<file path="src/rtl/can_pkg.sv">
// Shared CAN constants and types used by the transmit stuffer and the receive destuffer.
package can_pkg;

  localparam int   CAN_STUFF_LEN  = 5;
  localparam logic CAN_RECESSIVE  = 1'b1;
  localparam int   CAN_RUN_CNT_W  = 3;

  typedef enum logic [1:0] {
    TICK_STUFF,
    TICK_DATA_STUFF,
    TICK_DATA_PLAIN,
    TICK_UNDERRUN
  } tick_kind_e;

endpackage

</file>
<file path="src/rtl/bit_stuffing.sv">
// CAN transmit bit stuffer: one output bit per bit_tick, inserting an opposite bit after a run.
// Optional per-frame stuff-bit counter built when BIT_STUFFING_STATS_EN is defined.
module bit_stuffing
  import can_pkg::*;
#(
  parameter int STUFF_LEN = CAN_STUFF_LEN
) (
  input  logic        clk,
  input  logic        rst,
  input  logic        bit_tick,
  input  logic        bit_in,
  input  logic        bit_valid,
  input  logic        stuff_en,
  output logic        bit_ready,
  output logic        bit_out,
  output logic        bit_out_valid,
  output logic        stuff_inserted,
  output logic        error_underrun,
  output logic [15:0] stuff_count
);

  localparam logic [CAN_RUN_CNT_W-1:0] STUFF_LEN_C = CAN_RUN_CNT_W'(STUFF_LEN);

  logic                     last_bit;
  logic [CAN_RUN_CNT_W-1:0] count;
  logic                     initialized;
  logic                     stuff_pending;

  tick_kind_e               kind;
  logic                     emit_bit;
  logic [CAN_RUN_CNT_W-1:0] count_nxt;
  logic [CAN_RUN_CNT_W-1:0] run_len;
  logic                     init_nxt;
  logic                     pend_nxt;

  always_comb begin
    kind      = TICK_UNDERRUN;
    emit_bit  = CAN_RECESSIVE;
    count_nxt = count;
    init_nxt  = initialized;
    pend_nxt  = stuff_pending;
    run_len   = (initialized && (bit_in == last_bit)) ? count + 1'b1 : CAN_RUN_CNT_W'(1);

    if (stuff_pending) begin
      kind = TICK_STUFF;
    end else if (bit_valid) begin
      kind = stuff_en ? TICK_DATA_STUFF : TICK_DATA_PLAIN;
    end

    case (kind)
      TICK_STUFF: begin
        emit_bit  = ~last_bit;
        count_nxt = CAN_RUN_CNT_W'(1);
        pend_nxt  = 1'b0;
      end
      TICK_DATA_STUFF: begin
        emit_bit  = bit_in;
        count_nxt = run_len;
        init_nxt  = 1'b1;
        pend_nxt  = (run_len == STUFF_LEN_C);
      end
      TICK_DATA_PLAIN: begin
        emit_bit  = bit_in;
        count_nxt = '0;
        init_nxt  = 1'b0;
      end
      default: begin
        emit_bit  = CAN_RECESSIVE;
        count_nxt = '0;
        init_nxt  = 1'b0;
      end
    endcase
  end

  always_ff @(posedge clk) begin
    if (!rst) begin
      last_bit       <= 1'b0;
      count          <= '0;
      initialized    <= 1'b0;
      stuff_pending  <= 1'b0;
      bit_ready      <= 1'b1;
      bit_out        <= CAN_RECESSIVE;
      bit_out_valid  <= 1'b0;
      stuff_inserted <= 1'b0;
      error_underrun <= 1'b0;
    end else begin
      bit_out_valid  <= bit_tick;
      stuff_inserted <= bit_tick && (kind == TICK_STUFF);
      error_underrun <= bit_tick && (kind == TICK_UNDERRUN);
      if (bit_tick) begin
        bit_out       <= emit_bit;
        last_bit      <= emit_bit;
        count         <= count_nxt;
        initialized   <= init_nxt;
        stuff_pending <= pend_nxt;
        bit_ready     <= ~pend_nxt;
      end
    end
  end

`ifdef BIT_STUFFING_STATS_EN
  logic        prev_stuff_en;
  logic [15:0] stuff_count_q;

  // A consumed stuffing-window bit after a non-window bit marks a new frame.
  always_ff @(posedge clk) begin
    if (!rst) begin
      prev_stuff_en <= 1'b0;
      stuff_count_q <= '0;
    end else if (bit_tick) begin
      if (kind == TICK_STUFF) begin
        if (stuff_count_q != 16'hFFFF) stuff_count_q <= stuff_count_q + 16'd1;
      end else if ((kind == TICK_DATA_STUFF) || (kind == TICK_DATA_PLAIN)) begin
        prev_stuff_en <= stuff_en;
        if ((kind == TICK_DATA_STUFF) && !prev_stuff_en) stuff_count_q <= '0;
      end
    end
  end

  assign stuff_count = stuff_count_q;
`else
  assign stuff_count = '0;
`endif

endmodule

</file>
<file path="config.mk">
export PLATFORM = sky130hd
export DESIGN_NAME = bit_stuffing
export DESIGN_NICKNAME = d
export VERILOG_FILES = /design/src/rtl/can_pkg.sv /design/src/rtl/bit_stuffing.sv
export SDC_FILE = /design/constraint.sdc
export NUM_CORES = 1
export LEC_CHECK = 0
export BUFFER_PORTS_ARGS = -buffer_cell sky130_fd_sc_hd__buf_2
export CAP_MARGIN = 15
export CELL_PAD_IN_SITES_DETAIL_PLACEMENT = 2
export CELL_PAD_IN_SITES_GLOBAL_PLACEMENT = 2
export CORE_UTILIZATION = 25
export DETAILED_ROUTE_END_ITERATION = 16
export GPL_ROUTABILITY_DRIVEN = 1
export HOLD_SLACK_MARGIN = 0.02
export PLACE_DENSITY = 0.71
export REMOVE_ABC_BUFFERS = 1
export SKIP_LAST_GASP = 1
export SYNTH_ARGS = -nofsm -noshare
export SYNTH_HDL_FRONTEND = slang
export SYNTH_SLANG_ARGS = --single-unit
export TNS_END_PERCENT = 1
</file>
<file path="constraint.sdc">
create_clock -name clk -period 2.25 [get_ports clk]
set_clock_uncertainty 0.15 [all_clocks]
set_input_delay 0.1125 -clock clk [delete_from_list [all_inputs] [get_ports clk]]
set_output_delay 0.1125 -clock clk [all_outputs]
set_load 0.03 [all_outputs]
</file>
==> flow_metrics.py, run 1 <==
metrics = {
    "critical_path": {
        "cp.required_ps": 2260,
        "critPathBufInv": 1,
        "cp_top_family": "simple AND/OR/NAND/NOR gates",
        "rrSetupSlack_ps": 460,
        "end_kind": "flip-flop",
        "path_class": "flip-flop to flip-flop",
        "cp_slowest_cell": "dfxtp_1",
        "startpoint_type": "flip-flop",
        "critPathMaxStageDelay_ps": 330,
        "path_cells": "a21oi_1 -> inv_1 -> ha_1 -> nor2b_1 -> nor4b_2 -> o21ai_0",
        "path_max_fanout": 5,
        "cp.arrival_ps": 1800,
    },
    "sta": {
        "fmax_mhz": 558.9,
        "fin_crit_ps": 1789,
        "rsz0062_at_grt": "no",
        "slew_violations": 0,
        "finalSetupTns_ps": 0,
        "setup_viol": 0,
        "fin_crit_sh_pct": 79.52,
        "hold_viol_final": 0,
    },
    "layout": {
        "post-route-util_pct": 28.84,
        "stdcell_count": 118,
        "area_growth_pct": 8.349,
        "n_antenna_cell": 0,
        "layout-drive-gt1-share_pct": 15.91,
        "nNetsFinal": 100,
    },
    "global_route": {
        "first_global_vias": 476,
        "grtUsageTotal_pct": 11.21,
        "grt_overflow": 0,
        "grt_pass1_wl_um": 2125,
        "grt_max_degree": 16,
        "antenna_found_initial": 0,
    },
    "power": {
        "power.internal_uw": 291.7,
        "pwr-share-clk_pct": 31.8,
        "power_leakage_uw": 0.0003689,
        "switching_share_pct": 32.85,
        "p_seq_share_pct": 47.5,
        "combPwrFrac_pct": 20.7,
        "p_per_area_nw_per_um2": 608.1,
        "switching_power_uw": 142.7,
        "peakVddDrop_mv": 0.2107,
        "p_total_uw": 434.5,
    },
    "die": {
        "initial_core_util_pct": 26.62,
        "die_h_um": 53.36,
        "rows": 18,
        "die-area_sq_um": 2847,
        "io_pins": 27,
        "die_w_um": 53.36,
        "core_area_sq_um": 2477,
    },
    "clocking": {
        "cts_tree": "yes",
        "cts-root-buf": "clkbuf_4",
        "cts_buffer_depth": 2,
        "clk_pin_slew_ps": 70,
        "insertion_delay_ps": 270,
        "clock-sinks": 11,
        "cts_max_level": 1,
        "cts_buffers": 3,
        "cts_setup_buffers": 0,
    },
    "drt": {
        "drt-pass1-iter-count": 3,
        "remaining_drc_errors": 0,
        "postRouteAntennaNets": 0,
        "drtIter0Drc": 1,
        "via_per_inst": 4.186,
        "drt_wl_total_um": 1323,
        "wl_per_cell_um": 11.21,
        "num_vias": 494,
    },
    "placed_design": {
        "dp_hpwl_um": 1036,
        "dp_cells": 113,
        "finalWeightedCongestion": 0.7033,
        "port_buffers": 10,
    },
    "synthesis": {
        "ys_warn_count": 0,
        "synth_top_area_share_pct": 33.40,
        "yosysSeqAreaShare_pct": 33.40,
        "postSynthCellCount": 75,
        "yosysTopAreaCell": "dfxtp_1",
        "synth_cell_types": 23,
        "ys_ff_latch": 11,
        "avgSynthCellArea_sq_um": 8.792,
        "syn_area_sq_um": 659.4,
        "synth.area.top_cells": "dfxtp_1, buf_4, ha_1",
    },
    "outcome": {
        "status": "completed",
    },
    "hold_path": {
        "min_path_type": "input pin to flip-flop",
    },
    "run": {
        "maxCapViolations": 0,
    },
}
-- Yosys cell counts --
cell,instances
a21o_1,2
a21oi_1,4
a31o_1,1
and2_1,2
and3_1,3
and4_1,1
buf_2,1
buf_4,16
conb_1,1
dfxtp_1,11
ha_1,5
inv_1,5
mux2i_1,1
nand2b_1,2
nand4_1,2
nor2_1,5
nor2b_1,3
nor4b_2,1
o211ai_1,1
o21ai_0,5
o31ai_1,1
xnor2_1,1
xor2_1,1
-- per-stage QoR --
stage / setup WS, ps / cell area (sq um) / hold slack (ps)
final: 460.9 / 714.4 / 55.91
after global routing: 233.2 / 714.4 / 77.71
after CTS: 431.0 / 714.4 / 66.95
after detailed placement: 440.8 / 678.2 / 248.0
after global placement: 511.9 / 678.2 / 232.5
after floorplan: 623.9 / 590.6 / 38.73
-- layer usage --
metal  share of wire, %  GRT usage (%)  vias up
li1                   -              -      243
met1                 46          13.10      223
met2                 43          16.46       24
met3                6.9          2.586        4
met4                3.6          10.53        0
met5                  0              0        -
-- worst paths after layout --
path	from	cells after the start	end
max	flip-flop	6	bit_out
min	bit_tick	3	count[2]
max reg2reg	flip-flop	6	bit_out
min reg2reg	count[1]	2	count[1]
-- power groups by stage --
stage	sequential, uW	clock, uW	combinational (uW)
detailed placement	211	0	89.0
CTS	206	144	90.9
global placement	211	0	87.4
global route	207	153	99.2
floorplan	217	0	60.8
finish	206	138	90.1
-- flip-flops by register name, summed over array words and instances (netlist names), named ones only --
| signal | count |
|---|---|
| bit_ready | 1 |
| count | 3 |
| initialized | 1 |
| bit_out_valid | 1 |
| last_bit | 1 |
| bit_out | 1 |
| error_underrun | 1 |
| stuff_inserted | 1 |
-- cell usage in the layout (no fill, tap or decap), types with 3 or more instances in the layout --
cell type and n:
a21oi_1 4, nor2_1 5, inv_1 5, buf_2 10, conb_1 16, dfxtp_1 11
nor2b_1 3, ha_1 5, o21ai_0 5, clkbuf_4 3, and3_1 3
-- worst register-to-register path, cell delays in order, from the launching register on --
cell and delay, ps:
dfxtp_1 330, a21oi_1 290, inv_1 80, ha_1 250, nor2b_1 150, nor4b_2 290, o21ai_0 120
-- area by class of cell --
type / count / area (sq um)
well taps: 30 / 37.54
repair buffers: 11 / 60.06
flip-flops and latches: 11 / 220.2
fillers: 285 / 1763
inverters: 5 / 18.77
clock buffers: 4 / 26.28
multi-input cells: 57 / 351.6
-- logic make-up after synthesis --
group	after synthesis	share of synthesized area (%)
fa+ha+maj	5	9.488
flops	11	33.40
xor+xnor	2	2.657
simple gates	19	17.84
mux	1	1.518
other cells	1	0.5687
buf+inv	22	21.82
compound gates	14	12.71
-- timing repair --
item,in CTS,in global routing
hold buffers,1,0
hold endpoints to repair,3,0
resized for setup,0,0
(Power assumes the default switching activity.)
==> run 2: changes to the inputs <==
--- a/config.mk
+++ b/config.mk
@@ -9,11 +9,11 @@
 export CAP_MARGIN = 15
 export CELL_PAD_IN_SITES_DETAIL_PLACEMENT = 2
 export CELL_PAD_IN_SITES_GLOBAL_PLACEMENT = 2
-export CORE_UTILIZATION = 25
+export CORE_UTILIZATION = 23
 export DETAILED_ROUTE_END_ITERATION = 16
 export GPL_ROUTABILITY_DRIVEN = 1
 export HOLD_SLACK_MARGIN = 0.02
-export PLACE_DENSITY = 0.71
+export PLACE_DENSITY = 0.69
 export REMOVE_ABC_BUFFERS = 1
 export SKIP_LAST_GASP = 1
 export SYNTH_ARGS = -nofsm -noshare
==> constraint.sdc (replaced) <==
create_clock -name clk -period 1.5 [get_ports clk]
set_clock_uncertainty 0.15 [all_clocks]
set_input_delay 0.075 -clock clk [delete_from_list [all_inputs] [get_ports clk]]
set_output_delay 0.075 -clock clk [all_outputs]
set_load 0.03 [all_outputs]
==> run 2 against run 1 <==
Global-route usage is 4.0 points higher. Critical path type unchanged. Clock power is 64% higher. Register-to-register slack worse by 520 ps. The flow now finishes with violations (setup timing). Combinational power is 110% higher. Via count is 14% higher. Routed wire length is 52% higher.
==> flow_metrics.py, run 2 (same netlist as run 1, synthesis figures left out) <==
metrics = {
    "global_route": {
        "grt_pass1_wl_um": 3312,
        "grtUsageTotal_pct": 15.21,
        "grt_overflow": 0,
        "antenna_found_initial": 0,
        "grt_max_degree": 16,
        "first_global_vias": 660,
    },
    "placed_design": {
        "pre_cts_slack_ps": -260.7,
        "port_buffers": 10,
        "dp_hpwl_um": 1142,
        "finalWeightedCongestion": 0.6724,
        "dpl_cell_area_sq_um": 747.0,
    },
    "sta": {
        "fmax_mhz": 641.4,
        "worst_slack_ps": -59.12,
        "fin_crit_ps": 1559,
        "fin_crit_sh_pct": 103.9,
        "setup_viol": 5,
        "hold_viol_final": 0,
        "rsz0062_at_grt": "yes",
        "slew_violations": 0,
    },
    "run": {
        "maxCapViolations": 0,
    },
    "drt": {
        "wl_per_cell_um": 15.12,
        "remaining_drc_errors": 0,
        "drtIter0Drc": 4,
        "drt_wl_total_um": 2011,
        "postRouteAntennaNets": 0,
        "via_per_inst": 4.248,
        "num_vias": 565,
        "drt-pass1-iter-count": 3,
    },
    "critical_path": {
        "path_max_fanout": 5,
        "rr_worst_depth": 6,
        "cp_slowest_cell": "dfxtp_4",
        "path_class": "flip-flop to flip-flop",
        "path_cells": "a21oi_4 -> buf_4 -> ha_4 -> and2_4 -> and4_4 -> o211ai_1",
        "startpoint_type": "flip-flop",
        "cp.required_ps": 1520,
        "critPathMaxStageDelay_ps": 360,
        "cp.arrival_ps": 1570,
        "end_kind": "flip-flop",
    },
    "clocking": {
        "cts_tree": "yes",
        "insertion_delay_ps": 290,
        "cts_max_level": 1,
        "cts-root-buf": "clkbuf_4",
        "clk_pin_slew_ps": 80,
        "clock-sinks": 11,
        "cts_buffer_depth": 2,
        "cts_buffers": 3,
    },
    "power": {
        "power.internal_uw": 469.5,
        "power_leakage_uw": 0.0004404,
        "pwr-share-clk_pct": 31.2,
        "p_seq_share_pct": 42.6,
        "combPwrFrac_pct": 26.1,
        "switching_power_uw": 255.3,
        "p_per_area_nw_per_um2": 803.5,
        "peakVddDrop_mv": 0.5458,
        "switching_share_pct": 35.22,
    },
    "die": {
        "die_w_um": 55.55,
        "die-area_sq_um": 3085,
        "die_h_um": 55.55,
        "initial_core_util_pct": 24.12,
        "rows": 19,
        "core_area_sq_um": 2734,
        "io_pins": 27,
    },
    "outcome": {
        "violations": "setup timing",
        "status": "complete, but fails checks",
    },
    "layout": {
        "postLayoutCellArea_sq_um": 902.1,
        "n_antenna_cell": 0,
        "area_growth_pct": 36.81,
        "largest_register_ffs": 3,
        "nNetsFinal": 114,
        "final_common_cell": "conb_1",
        "final_cell_mix": "conb_1, dfxtp_1, buf_2, buf_4",
        "layout-drive-gt1-share_pct": 33.33,
        "regMostFlops": "count",
    },
    "hold_path": {
        "hold_depth": 3,
        "min_path_type": "input pin to flip-flop",
    },
}
==> run 2: cell count changes in the layout (fill, tap and decap cells not counted), moves of 2 or more <==
cell	delta
buf_4	+10
dlygate4sd3_1	+4
ha_1	-3
ha_4	+2
o21ai_0	-2
o21ai_1	+2
==> run 2: final timing paths <==
| check | startpoint | endpoint | slack [ps] |
|---|---|---|---|
| setup / recovery | flip-flop | bit_ready | -60 |
| hold / removal | bit_tick | count[2] | 10 |
| setup reg to reg | flip-flop | bit_ready | -60 |
| hold reg to reg | count[1] | count[1] | 340 |
==> run 2: worst max-delay path: cells and delay by family (launching register included) <==
family	cells	cell delay (ps)
buffers and inverters	1	150
and+or+nand+nor	2	390
DFF	1	360
AOI/OAI and AO/OA	2	240
adders and majority gates	1	160
==> run 2: layer usage <==
layer  share of wire (%)  GRT usage, %  vias to the layer above
met4                 4.9         12.86                        0
li1                    -             -                      270
met2                  55         28.57                       20
met5                   0             0                        -
met3                 4.2         3.044                        8
met1                  35         13.66                      267
==> run 2: power by group through the flow <==
stage / sequential (uW) / combinational [uW] / clock [uW]
final: 309 / 189 / 226
after global routing: 311 / 203 / 241
after CTS: 309 / 183 / 221
after detailed placement: 316 / 152 / 0
after global placement: 315 / 148 / 0
after floorplan: 326 / 91.2 / 0
==> run 2: final cells by class <==
cell class	count	area, sq um
Sequential cell	11	224.0
Multi-Input combinational cell	57	419.2
Fill cell	304	1832
Tap cell	31	38.79
Clock buffer	4	26.28
Timing Repair Buffer	25	175.2
Inverter	5	18.77
==> run 2: timing repair <==
action,in CTS,in global routing
hold endpoints to repair,6,0
setup buffers,1,0
setup endpoints to repair,8,7
resized for setup,16,2
pin swaps,3,1
hold buffers,5,0
==> run 2: through the flow <==
step	utilization (%)	setup TNS [ps]	total power (uW)	hold slack (ps)	instances
2_1_floorplan	-	-279.6	417.4	1.230	73
3_3_place_gp	27.32	-674.1	462.8	197.4	123
3_5_place_dp	27.32	-1492	467.8	209.4	123
4_1_cts	32.91	-232.3	713.1	34.67	133
5_1_grt	33.00	-717.7	755.4	64.13	133
6_report	33.00	-197.4	724.8	12.00	133
==> run 3: changes to the inputs <==
--- a/config.mk
+++ b/config.mk
@@ -10,6 +10,7 @@
 export CELL_PAD_IN_SITES_DETAIL_PLACEMENT = 2
 export CELL_PAD_IN_SITES_GLOBAL_PLACEMENT = 2
 export CORE_UTILIZATION = 23
+export CTS_BUF_LIST = sky130_fd_sc_hd__clkbuf_4 sky130_fd_sc_hd__clkbuf_8 sky130_fd_sc_hd__clkbuf_16
 export DETAILED_ROUTE_END_ITERATION = 16
 export GPL_ROUTABILITY_DRIVEN = 1
 export HOLD_SLACK_MARGIN = 0.02
==> run 3 against run 2 <==
The run still ends with setup timing left. Clock power increased by 5%. Via count increased by 2.1%. Setup slack worse by 29 ps. Routed wire length grew 3.0%. Count of clock-buffer cells in the layout did not move. Sequential share of layout area fell by 0.41 points. Total power up 2.1%. Largest power group unchanged.
==> flow_metrics.py, run 3 (same netlist as run 1, synthesis figures left out) <==
metrics = {
    "outcome": {
        "status": "complete, but fails checks",
        "violations": "setup timing",
    },
    "power": {
        "power_leakage_uw": 0.0004441,
        "p_per_area_nw_per_um2": 815.5,
        "peakVddDrop_mv": 0.4264,
    },
    "critical_path": {
        "cp.arrival_ps": 1600,
        "worst_r2r_endpoint": "bit_ready",
        "rr_worst_depth": 6,
        "rrSetupSlack_ps": -90,
        "startpoint_type": "flip-flop",
        "cp.required_ps": 1510,
        "path_class": "flip-flop to flip-flop",
        "end_kind": "flip-flop",
        "path_max_fanout": 5,
    },
    "layout": {
        "layout-drive-gt1-share_pct": 35.29,
        "register_area_sq_um": 221.5,
        "final_common_cell": "conb_1",
        "postLayoutCellArea_sq_um": 907.1,
        "post-route-util_pct": 33.18,
        "nNetsFinal": 114,
        "stdcell_count": 133,
        "regMostFlops": "count",
        "nFillCells": 305,
        "largest_register_ffs": 3,
        "multi_input_area_sq_um": 419.2,
        "n_antenna_cell": 0,
        "area_growth_pct": 37.57,
        "final_cell_mix": "conb_1, dfxtp_1, buf_2",
    },
    "clocking": {
        "clock-sinks": 11,
        "cts_tree": "yes",
        "clk_pin_slew_ps": 80,
        "cts-root-buf": "clkbuf_4",
        "cts_buffer_depth": 2,
        "insertion_delay_ps": 280,
        "cts_max_level": 1,
        "cts_buffers": 3,
    },
    "drt": {
        "drt_wl_total_um": 2071,
        "num_vias": 577,
        "dr_wl_met3_um": 61,
        "via_per_inst": 4.338,
        "maxUsedRoutingLayer": "met4",
        "postRouteAntennaNets": 0,
        "wl_per_cell_um": 15.57,
        "wl_met2_um": 1202,
        "met1_length_um": 739,
        "remaining_drc_errors": 0,
        "drtIter0Drc": 2,
        "drt-pass1-iter-count": 2,
    },
    "sta": {
        "fin_crit_ps": 1588,
        "worst_slack_ps": -88.38,
        "fmax_mhz": 629.6,
        "hold_viol_final": 0,
        "rsz0062_at_grt": "yes",
        "slew_violations": 0,
        "fin_crit_sh_pct": 105.9,
        "holdWs_ps": 29.79,
        "setup_viol": 6,
    },
    "placed_design": {
        "finalWeightedCongestion": 0.6724,
        "dp_hpwl_um": 1142,
        "dp_cells": 123,
        "port_buffers": 10,
        "dpl_cell_area_sq_um": 747.0,
    },
    "global_route": {
        "grt_overflow": 0,
        "grt_max_degree": 16,
        "first_global_vias": 622,
        "antenna_found_initial": 0,
        "grt_pass1_wl_um": 3332,
        "grtUsageTotal_pct": 15.26,
    },
    "die": {
        "io_pins": 27,
        "rows": 19,
        "core_area_sq_um": 2734,
        "initial_core_util_pct": 24.12,
        "die-area_sq_um": 3085,
        "die_h_um": 55.55,
        "die_w_um": 55.55,
    },
    "run": {
        "maxCapViolations": 0,
    },
    "hold_path": {
        "min_path_type": "input pin to flip-flop",
        "hold_depth": 3,
        "hold_end": "count[2]",
        "min_from": "bit_tick",
    },
}
## run 3: per-layer routing
layer / vias up / track usage, %
li1: 272 / -
met1: 281 / 14.41
met2: 18 / 29.26
met3: 6 / 2.342
met4: 0 / 11.07
met5: - / 0
## run 3: worst max-delay path: stages, from the launching register on
cell,delay (ps)
dfxtp_2,350
a21oi_4,150
buf_4,150
ha_4,170
and2_4,160
and4_4,230
o211ai_1,90
## run 3: through the flow
| step | power [uW] | setup WS [ps] | TNS (ps) |
|---|---|---|---|
| 2_1_floorplan | 417.4 | -126.1 | -279.6 |
| 3_3_place_gp | 462.8 | -170.4 | -674.1 |
| 3_5_place_dp | 467.8 | -260.7 | -1492 |
| 4_1_cts | 733.9 | -59.35 | -120.8 |
| 5_1_grt | 777.2 | -132.7 | -714.6 |
| 6_report | 739.7 | -88.38 | -295.8 |
## run 3: final cells by class
class | instances | area share, %
Sequential cell | 11 | 24.41
Timing Repair Buffer | 25 | 19.72
Clock buffer | 4 | 3.310
Tap cell | 31 | 4.276
Inverter | 5 | 2.069
Multi-Input combinational cell | 57 | 46.21
## run 3: how the worst max path moves through the flow
stage,startpoint,to,slack [ps],cells past startpoint
after floorplan,flip-flop,bit_out,-130,6
after global placement,flip-flop,bit_out,-170,6
after detailed placement,flip-flop,bit_out,-260,6
after CTS,flip-flop,bit_out,-60,5
after global routing,flip-flop,bit_out,-130,6
final,flip-flop,bit_ready,-90,6
## run 3: power by group
group          switching (uW)  internal, uW  total (uW)
Clock                     116           122         238
Combinational             126          65.6         191
Sequential               8.12           302         311
## run 3: timing repair
| item | 4_1_cts | 5_1_grt |
|---|---|---|
| gates cloned | 0 | 0 |
| hold buffers | 5 | 0 |
| resized for setup | 19 | 0 |
| pin swaps | 4 | 1 |
| setup endpoints to repair | 8 | 7 |
| hold endpoints to repair | 6 | 0 |
| setup buffers | 1 | 0 |
